===== config.mk =====
export PLATFORM = sky130hd
export DESIGN_NAME = ap_fifo_framer
export DESIGN_NICKNAME = d
export VERILOG_FILES = /design/src/rtl/ap_fifo_framer.sv
export SDC_FILE = /design/constraint.sdc
export NUM_CORES = 1
export LEC_CHECK = 0
export CAP_MARGIN = 30
export CORE_UTILIZATION = 35
export DETAILED_ROUTE_END_ITERATION = 7
export DONT_BUFFER_PORTS = 1
export SETUP_SLACK_MARGIN = 0.02
export SLEW_MARGIN = 20
export SYNTH_ARGS = -nofsm -noshare
export SYNTH_HDL_FRONTEND = slang
export SYNTH_SLANG_ARGS = --single-unit

===== constraint.sdc =====
create_clock -name ap_clk -period 7 [get_ports ap_clk]
set_clock_uncertainty 0.1 [all_clocks]
set_input_delay 1.75 -clock ap_clk [delete_from_list [all_inputs] [get_ports ap_clk]]
set_output_delay 1.75 -clock ap_clk [all_outputs]
set_load 0.03 [all_outputs]

===== src/rtl/ap_fifo_framer.sv =====
// ap_fifo stream framer: forwards header + payload unchanged with zero latency, then appends a
// checksum trailer word and counts completed packets.
module ap_fifo_framer #(
  parameter int DATA_W   = 32,
  parameter int LEN_W    = 16,
  parameter int SUM_MODE = 0,
  parameter int CNT_W    = 16
) (
  input  logic              ap_clk,
  input  logic              ap_rst,
  input  logic [DATA_W-1:0] in_V_V_dout,
  input  logic              in_V_V_empty_n,
  output logic              in_V_V_read,
  output logic [DATA_W-1:0] out_V_V_din,
  input  logic              out_V_V_full_n,
  output logic              out_V_V_write,
  output logic [CNT_W-1:0]  pkt_count,
  output logic              busy
);

  typedef enum logic [1:0] {
    HDR = 2'd0,
    PAY = 2'd1,
    TRL = 2'd2
  } state_e;

  state_e             state_q;
  logic [LEN_W-1:0]   remaining_q;
  logic [DATA_W-1:0]  acc_q;
  logic [CNT_W-1:0]   pktCount_q;
  logic               busy_q;

  logic               flowOk;
  logic [LEN_W-1:0]   lenField;
  logic [DATA_W-1:0]  accNext_d;

  // A word only moves through when both sides are ready, since nothing is buffered internally.
  assign flowOk   = in_V_V_empty_n & out_V_V_full_n & ~ap_rst;
  assign lenField = in_V_V_dout[LEN_W-1:0];

  always_comb begin
    accNext_d = acc_q + in_V_V_dout;
    if (SUM_MODE != 0) begin
      accNext_d = acc_q ^ in_V_V_dout;
    end
  end

  // Handshake and data path are combinational so forwarding is zero-latency; reset forces them low.
  always_comb begin
    in_V_V_read   = 1'b0;
    out_V_V_write = 1'b0;
    out_V_V_din   = '0;
    if (!ap_rst) begin
      case (state_q)
        HDR, PAY: begin
          in_V_V_read   = flowOk;
          out_V_V_write = flowOk;
          out_V_V_din   = in_V_V_dout;
        end
        TRL: begin
          out_V_V_write = out_V_V_full_n;
          out_V_V_din   = acc_q;
        end
        default: begin
          in_V_V_read   = 1'b0;
          out_V_V_write = 1'b0;
          out_V_V_din   = '0;
        end
      endcase
    end
  end

  always_ff @(posedge ap_clk or posedge ap_rst) begin
    if (ap_rst) begin
      state_q     <= HDR;
      remaining_q <= '0;
      acc_q       <= '0;
      pktCount_q  <= '0;
      busy_q      <= 1'b0;
    end else begin
      case (state_q)
        HDR: begin
          if (flowOk) begin
            remaining_q <= lenField;
            acc_q       <= '0;
            busy_q      <= 1'b1;
            state_q     <= (lenField == '0) ? TRL : PAY;
          end
        end
        PAY: begin
          if (flowOk) begin
            acc_q       <= accNext_d;
            remaining_q <= remaining_q - 1'b1;
            if (remaining_q == LEN_W'(1)) begin
              state_q <= TRL;
            end
          end
        end
        TRL: begin
          if (out_V_V_full_n) begin
            pktCount_q <= pktCount_q + 1'b1;
            busy_q     <= 1'b0;
            state_q    <= HDR;
          end
        end
        default: begin
          state_q <= HDR;
          busy_q  <= 1'b0;
        end
      endcase
    end
  end

  assign pkt_count = pktCount_q;
  assign busy      = busy_q;

endmodule

; Word level (Yosys, flattened, before mapping)
; Cells that the tools add are included.
[totals]
register_bits = 67
latch_bits = 0
ram_bits = 0
rom_bits = 0
input_bits = 36
mem_count = 0
[classes]
n_addsub = 3
multipliers = 0
n_div = 0
magnitude_cmp = 0
n_eq_ne = 7
n_shift = 0
muxes = 21
bitwise = 4
reduce_logical = 8
[op_table]
columns = operator, count
row1 = $pmux 32 s2, 2
row2 = $mux 32, 3
row3 = $add 32x32->32, 1
row4 = $mux 16, 2
row5 = $pmux 16 s2, 1
row6 = $add 16x1->16 const B, 1
row7 = $eq 16x1->1 const B, 1
row8 = $logic_not 16->1, 1
row9 = $sub 16x1->16 const B, 1
row10 = $mux 2, 5
row11 = $ne 2x2->1 const B, 4
row12 = $pmux 2 s3, 1
row13 = $reduce_and 3->1, 2
row14 = $mux 1, 5
row15 = $reduce_and 4->1, 1
row16 = $pmux 1 s3, 1
row17 = $and 1x1->1, 2
row18 = $eq 2x1->1 const B, 1
row19 = $eq 2x2->1 const B, 1
row20 = $logic_not 2->1, 1
row21 = $not 1->1, 2
row22 = $pmux 1 s2, 1
row23 = $reduce_and 2->1, 1
row24 = $reduce_bool 2->1, 1
row25 = $reduce_or 2->1, 1

; Logic depth before layout (Yosys ltp)
[depth]
word_depth = 4
mapped_depth = 12
mapped_depth_nobuf = 12

; Least setup slack after synthesis
; Ideal clock, no wire load.
[synth_timing]
kind = input -> output
start = input port ap_rst
end = output port in_V_V_read
arrival_ps = 4671
t_required_ps = 5150
slack_ps = 479
stages = 6
path_cell_list = clkbuf_1 -> inv_1 -> nand4_1 -> inv_1 -> clkbuf_1 -> clkbuf_1
[synth_via]
elab_chain_cells = 4
[synth_lines]
columns = item, line_no
row1 = from (decl), 10  ; input logic ap_rst,
row2 = $not 1->1, 38  ; assign flowOk = in_V_V_empty_n & out_V_V_full_n & ~ap_rst;
row3 = $and 1x1->1, 38
row4 = $mux 1, 54  ; case (state_q)
row5 = $mux 1 (*), 53  ; if (!ap_rst) begin
row6 = to (decl), 13  ; output logic in_V_V_read,
; Every way passes the cells marked *; elsewhere a longest branch is shown, timed or not.

; Worst setup path after layout
; Ends and elaborated chain as after synthesis.

==> report_table.html <==
<table>
<tr><th>Metric</th><th>Value</th></tr>
<tr><th colspan="2">Global routing</th></tr>
<tr><td>Residual overflow from global routing</td><td>0</td></tr>
<tr><td>Overall Global Routing Usage</td><td>0.198</td></tr>
<tr><td>Initial antenna violation count</td><td>0</td></tr>
<tr><td>Wire length of the first global-routing pass</td><td>~23 mm</td></tr>
<tr><td>Vias in the first global route</td><td>between 4,000 and 5,000</td></tr>
<tr><td>Largest net degree at the start of global routing</td><td>70</td></tr>
<tr><th colspan="2">Power</th></tr>
<tr><td>Peak supply drop</td><td>about 0.2 mV</td></tr>
<tr><td>Leakage Power</td><td>around 2.4 nW</td></tr>
<tr><td>Power per Cell Area</td><td>382 mW/mm2</td></tr>
<tr><th colspan="2">Clock tree</th></tr>
<tr><td>Clock transition at the register clock pins on the worst setup and hold paths after CTS</td><td>~0.050 ns</td></tr>
<tr><td>CTS max path bufs</td><td>2</td></tr>
<tr><td>Setup Buffers After CTS</td><td>0</td></tr>
<tr><td>Max H-tree Level</td><td>3</td></tr>
<tr><td>Clock tree from TritonCTS</td><td>built</td></tr>
<tr><td>Gates resized, CTS repair</td><td>0</td></tr>
<tr><td>Clock Root Buffer</td><td>sky130_fd_sc_hd__clkbuf_16</td></tr>
<tr><td>Clock latency of the later-clocked register in the worst-skew pair</td><td>approximately 0.33 ns</td></tr>
<tr><td>TritonCTS buffer count</td><td>9</td></tr>
<tr><td>Cts hold-fix bufs</td><td>0</td></tr>
<tr><td>Clock sink total</td><td>between 60 and 70</td></tr>
<tr><th colspan="2">Detailed routing</th></tr>
<tr><td>Routed length on met1</td><td>around 6.4 mm</td></tr>
<tr><td>DRT antenna net count</td><td>0</td></tr>
<tr><td>Average vias per placed instance</td><td>just under 6</td></tr>
<tr><td>Initial drt markers</td><td>approximately 290</td></tr>
<tr><td>Mean routed wirelength per cell</td><td>17.7 um</td></tr>
<tr><td>Met3 wire length</td><td>between 1 and 1.5 mm</td></tr>
<tr><td>Met2 WL</td><td>a little under 7 mm</td></tr>
<tr><td>First-pass detailed-route iteration total</td><td>5</td></tr>
<tr><td># DRC</td><td>0</td></tr>
<tr><td>Uppermost signal routing layer after detailed routing</td><td>met4</td></tr>
<tr><td>Total wirelength of the detailed-routed design</td><td>between 10 and 15 mm</td></tr>
<tr><td>Via Count</td><td>between 4,000 and 5,000</td></tr>
<tr><th colspan="2">Critical path</th></tr>
<tr><td>Cell-by-cell trace of the critical path</td><td>inv_2 -&gt; nand4_1 -&gt; buf_4 -&gt; inv_1 -&gt; buf_4</td></tr>
<tr><td>Worst endpoint required time</td><td>around 5.2 ns</td></tr>
<tr><td>CP most frequent cell</td><td>sky130_fd_sc_hd__buf_4</td></tr>
<tr><td>Launching instance or port of the critical path</td><td>ap_rst</td></tr>
<tr><td>Worst reg2reg startpoint</td><td>acc_q[0]$_DFFE_PP0P_</td></tr>
<tr><td>Setup Crit Path Kind</td><td>in2out</td></tr>
<tr><td>Slowest cell on crit path</td><td>sky130_fd_sc_hd__buf_4</td></tr>
<tr><td>Worst setup EP type</td><td>output pin</td></tr>
<tr><td>CP max stage delay</td><td>about 0.35 ns</td></tr>
<tr><td>Worst-path fanout max</td><td>between 40 and 50</td></tr>
<tr><td>Critical Path Start Type</td><td>input port</td></tr>
<tr><td>Worst EP arrival</td><td>between 2 and 3 ns</td></tr>
<tr><th colspan="2">STA</th></tr>
<tr><td>Hold violation total from the final report</td><td>0</td></tr>
<tr><td>Actual slew at the worst max-slew pin</td><td>approximately 1.1 ns</td></tr>
<tr><td>Final Cycle Share</td><td>0.652</td></tr>
<tr><td>Setup ws final</td><td>around 2.4 ns</td></tr>
<tr><td>Max Clock Freq</td><td>about 220 MHz</td></tr>
<tr><td>Final critical-path required period</td><td>4.57 ns</td></tr>
<tr><td>Worst rel slew slack</td><td>0.275</td></tr>
<tr><td>Total Negative Setup Slacks</td><td>0 ns</td></tr>
<tr><td>Final number of setup-violating endpoints</td><td>0</td></tr>
<tr><td>Max-slew violation count</td><td>0</td></tr>
<tr><td>Setup repair after global routing missed its margin</td><td>no</td></tr>
<tr><th colspan="2">Logic synthesis</th></tr>
<tr><td>Syn Inst Count</td><td>between 600 and 700</td></tr>
<tr><td>Yosys top cell area share</td><td>0.324</td></tr>
<tr><td>Area contributors post-synth</td><td>sky130_fd_sc_hd__dfrtp_1 (32%), sky130_fd_sc_hd__ha_1 (8.2%), sky130_fd_sc_hd__a21oi_1 (7.2%)</td></tr>
<tr><td>Net Count, Synth</td><td>between 700 and 800</td></tr>
<tr><td>Cell accounting for the most synthesized area</td><td>sky130_fd_sc_hd__dfrtp_1</td></tr>
<tr><td>Number of enable flip-flop cells after synthesis</td><td>0</td></tr>
<tr><td>Top_reg_cell synth</td><td>sky130_fd_sc_hd__dfrtp_1</td></tr>
<tr><td>Yosys reg bits</td><td>67</td></tr>
<tr><td>Portion of the post-synthesis area used by sequential elements</td><td>0.324</td></tr>
<tr><td>Post-synthesis instance area</td><td>0.00517 mm2</td></tr>
<tr><td>Async set or reset register ratio after synthesis</td><td>1.00</td></tr>
<tr><td>Count of cell types in the netlist</td><td>53</td></tr>
<tr><td>Yosys Warn Count</td><td>0</td></tr>
<tr><td>Synthesized area per cell</td><td>around 8.0 um2</td></tr>
<tr><th colspan="2">Cells and area</th></tr>
<tr><td>Fraction of final layout cells sized beyond drive strength 1</td><td>0.0523</td></tr>
<tr><td>Fillers</td><td>between 1,000 and 1,500</td></tr>
<tr><td>Layout Nets</td><td>~700</td></tr>
<tr><td>Area growth from synthesis to layout</td><td>8.79%</td></tr>
<tr><td>Highest-count cells in the layout ignoring fill and taps</td><td>sky130_fd_sc_hd__nand2_1 (83), sky130_fd_sc_hd__a21oi_1 (74), sky130_fd_sc_hd__dfrtp_1 (67), sky130_fd_sc_hd__o21ai_0 (57), sky130_fd_sc_hd__nor2_1 (42)</td></tr>
<tr><td>Final antenna diode count</td><td>0</td></tr>
<tr><td>Most common library cell in the layout ignoring fill and taps</td><td>sky130_fd_sc_hd__nand2_1</td></tr>
<tr><th colspan="2">Run status</th></tr>
<tr><td>Outcome</td><td>finished, final reports clean</td></tr>
<tr><th colspan="2">Die</th></tr>
<tr><td>Total core area</td><td>about 0.014 mm2</td></tr>
<tr><td>Floorplan die width</td><td>about 120 um</td></tr>
<tr><td>Initial standard-cell utilization of the core</td><td>0.357</td></tr>
<tr><td>Count of pins on the block boundary</td><td>87</td></tr>
<tr><td>Die Area</td><td>between 0.015 and 0.02 mm2</td></tr>
<tr><td>Number of rows in the core area</td><td>44</td></tr>
<tr><td>Die boundary height</td><td>about 120 um</td></tr>
<tr><th colspan="2">Placement</th></tr>
<tr><td>Port Buffers</td><td>0</td></tr>
<tr><td>Final GP Congestion</td><td>between 0.8 and 0.9</td></tr>
<tr><td>Setup WS pre-CTS</td><td>roughly 2.5 ns</td></tr>
<tr><td>Total half-perimeter wirelength after legalization and detailed placement</td><td>about 10 mm</td></tr>
<tr><th colspan="2">Flow run</th></tr>
<tr><td>Max Cap Violations</td><td>0</td></tr>
<tr><th colspan="2">Worst hold path</th></tr>
<tr><td>Worst Hold Launch</td><td>acc_q[31]$_DFFE_PP0P_</td></tr>
<tr><td>Worst Hold Class</td><td>reg2reg</td></tr>
</table>
[per-layer routing]
layer / vias up / track usage
met1: 2246 / 0.250
met2: 149 / 0.333
li1: 2291 / -
met3: 11 / 0.0517
met4: 0 / 0.0505
met5: - / 0
[worst paths after layout]
check | slack [ns] | cells after the start | to
worst min-delay path | 0.40 | 1 | acc_q[31]$_DFFE_PP0P_
worst max register to register | 4.07 | 12 | acc_q[30]$_DFFE_PP0P_
worst min register to register | 0.40 | 1 | acc_q[31]$_DFFE_PP0P_
min in group asynchronous | 1.24 | 2 | remaining_q[3]$_DFFE_PP0P_
worst max-delay path | 2.43 | 5 | in_V_V_read
max in group asynchronous | 5.03 | 3 | acc_q[26]$_DFFE_PP0P_
[cell families (layout without fill, tap and decap cells)]
logic type / Yosys count / after routing / synth area share
multiplexers: 7 / 7 / 0.0138
flip-flops: 67 / 67 / 0.324
XOR/XNOR: 38 / 38 / 0.0644
adder cells (fa/ha/maj): 35 / 35 / 0.0862
AO/OA/AOI/OAI: 203 / 203 / 0.234
buffers and inverters: 51 / 37 / 0.0373
AND/OR/NAND/NOR: 244 / 244 / 0.240
[sequential cells by signal (all words and copies together), names as in the netlist]
register and cells:
state_q 2, remaining_q 16, busy 1, pkt_count 16
acc_q 32
[worst max-delay path: cells and delay by family]
kind / cells / cell delay (ns)
simple gates: 1 / 0.08
buf+inv: 4 / 0.85
[stage by stage]
step	hold WS, ns	util	area, um2	total power [mW]	instances
global placement	0.384	0.367	5310	1.67	799
floorplan	0.356	-	5170	1.49	645
finish	0.402	0.388	5620	2.15	815
detailed placement	0.401	0.367	5310	1.69	799
global route	0.438	0.388	5620	2.33	815
CTS	0.408	0.387	5600	2.15	814
[Yosys cell counts, drive strengths merged (2+ instances only)]
library cell  count
nand2            83
a21oi            75
dfrtp            67
o21ai            61
nor2             42
clkbuf           34
ha               34
nand3            28
nand3b           27
xnor2            25
inv              14
xor2             13
nand4            12
o22ai            12
a21o             10
nor2b            10
nor3             10
a22oi             9
mux2i             6
nand2b            6
nor3b             6
o211ai            6
a22o              5
nor4              5
o21a              5
a31oi             4
and3              4
o21bai            4
or3               4
and4              3
buf               3
a2111o            2
a211oi            2
and2              2
o31ai             2
o41ai             2
[power breakdown]
group / internal [mW] / total (mW) / switching [mW] / leakage (nW)
sequential: 0.507 / 0.618 / 0.111 / 0.864
clock: 0.272 / 0.445 / 0.173 / 0.134
combinational: 0.464 / 1.08 / 0.619 / 1.42
total: 1.24 / 2.15 / 0.903 / 2.42
[final cells by class]
cell class / count / area, um2 / share of cell area
Multi-Input combinational cell: 527 / 3300 / 0.587
Sequential cell: 67 / 1680 / 0.298
Tap cell: 184 / 230 / 0.0409
Clock buffer: 10 / 229 / 0.0407
Timing Repair Buffer: 8 / 80.1 / 0.0142
Clock inverter: 5 / 55.1 / 0.00979
Inverter: 14 / 52.6 / 0.00934
No activity file was read; power rests on OpenSTA's default activity.
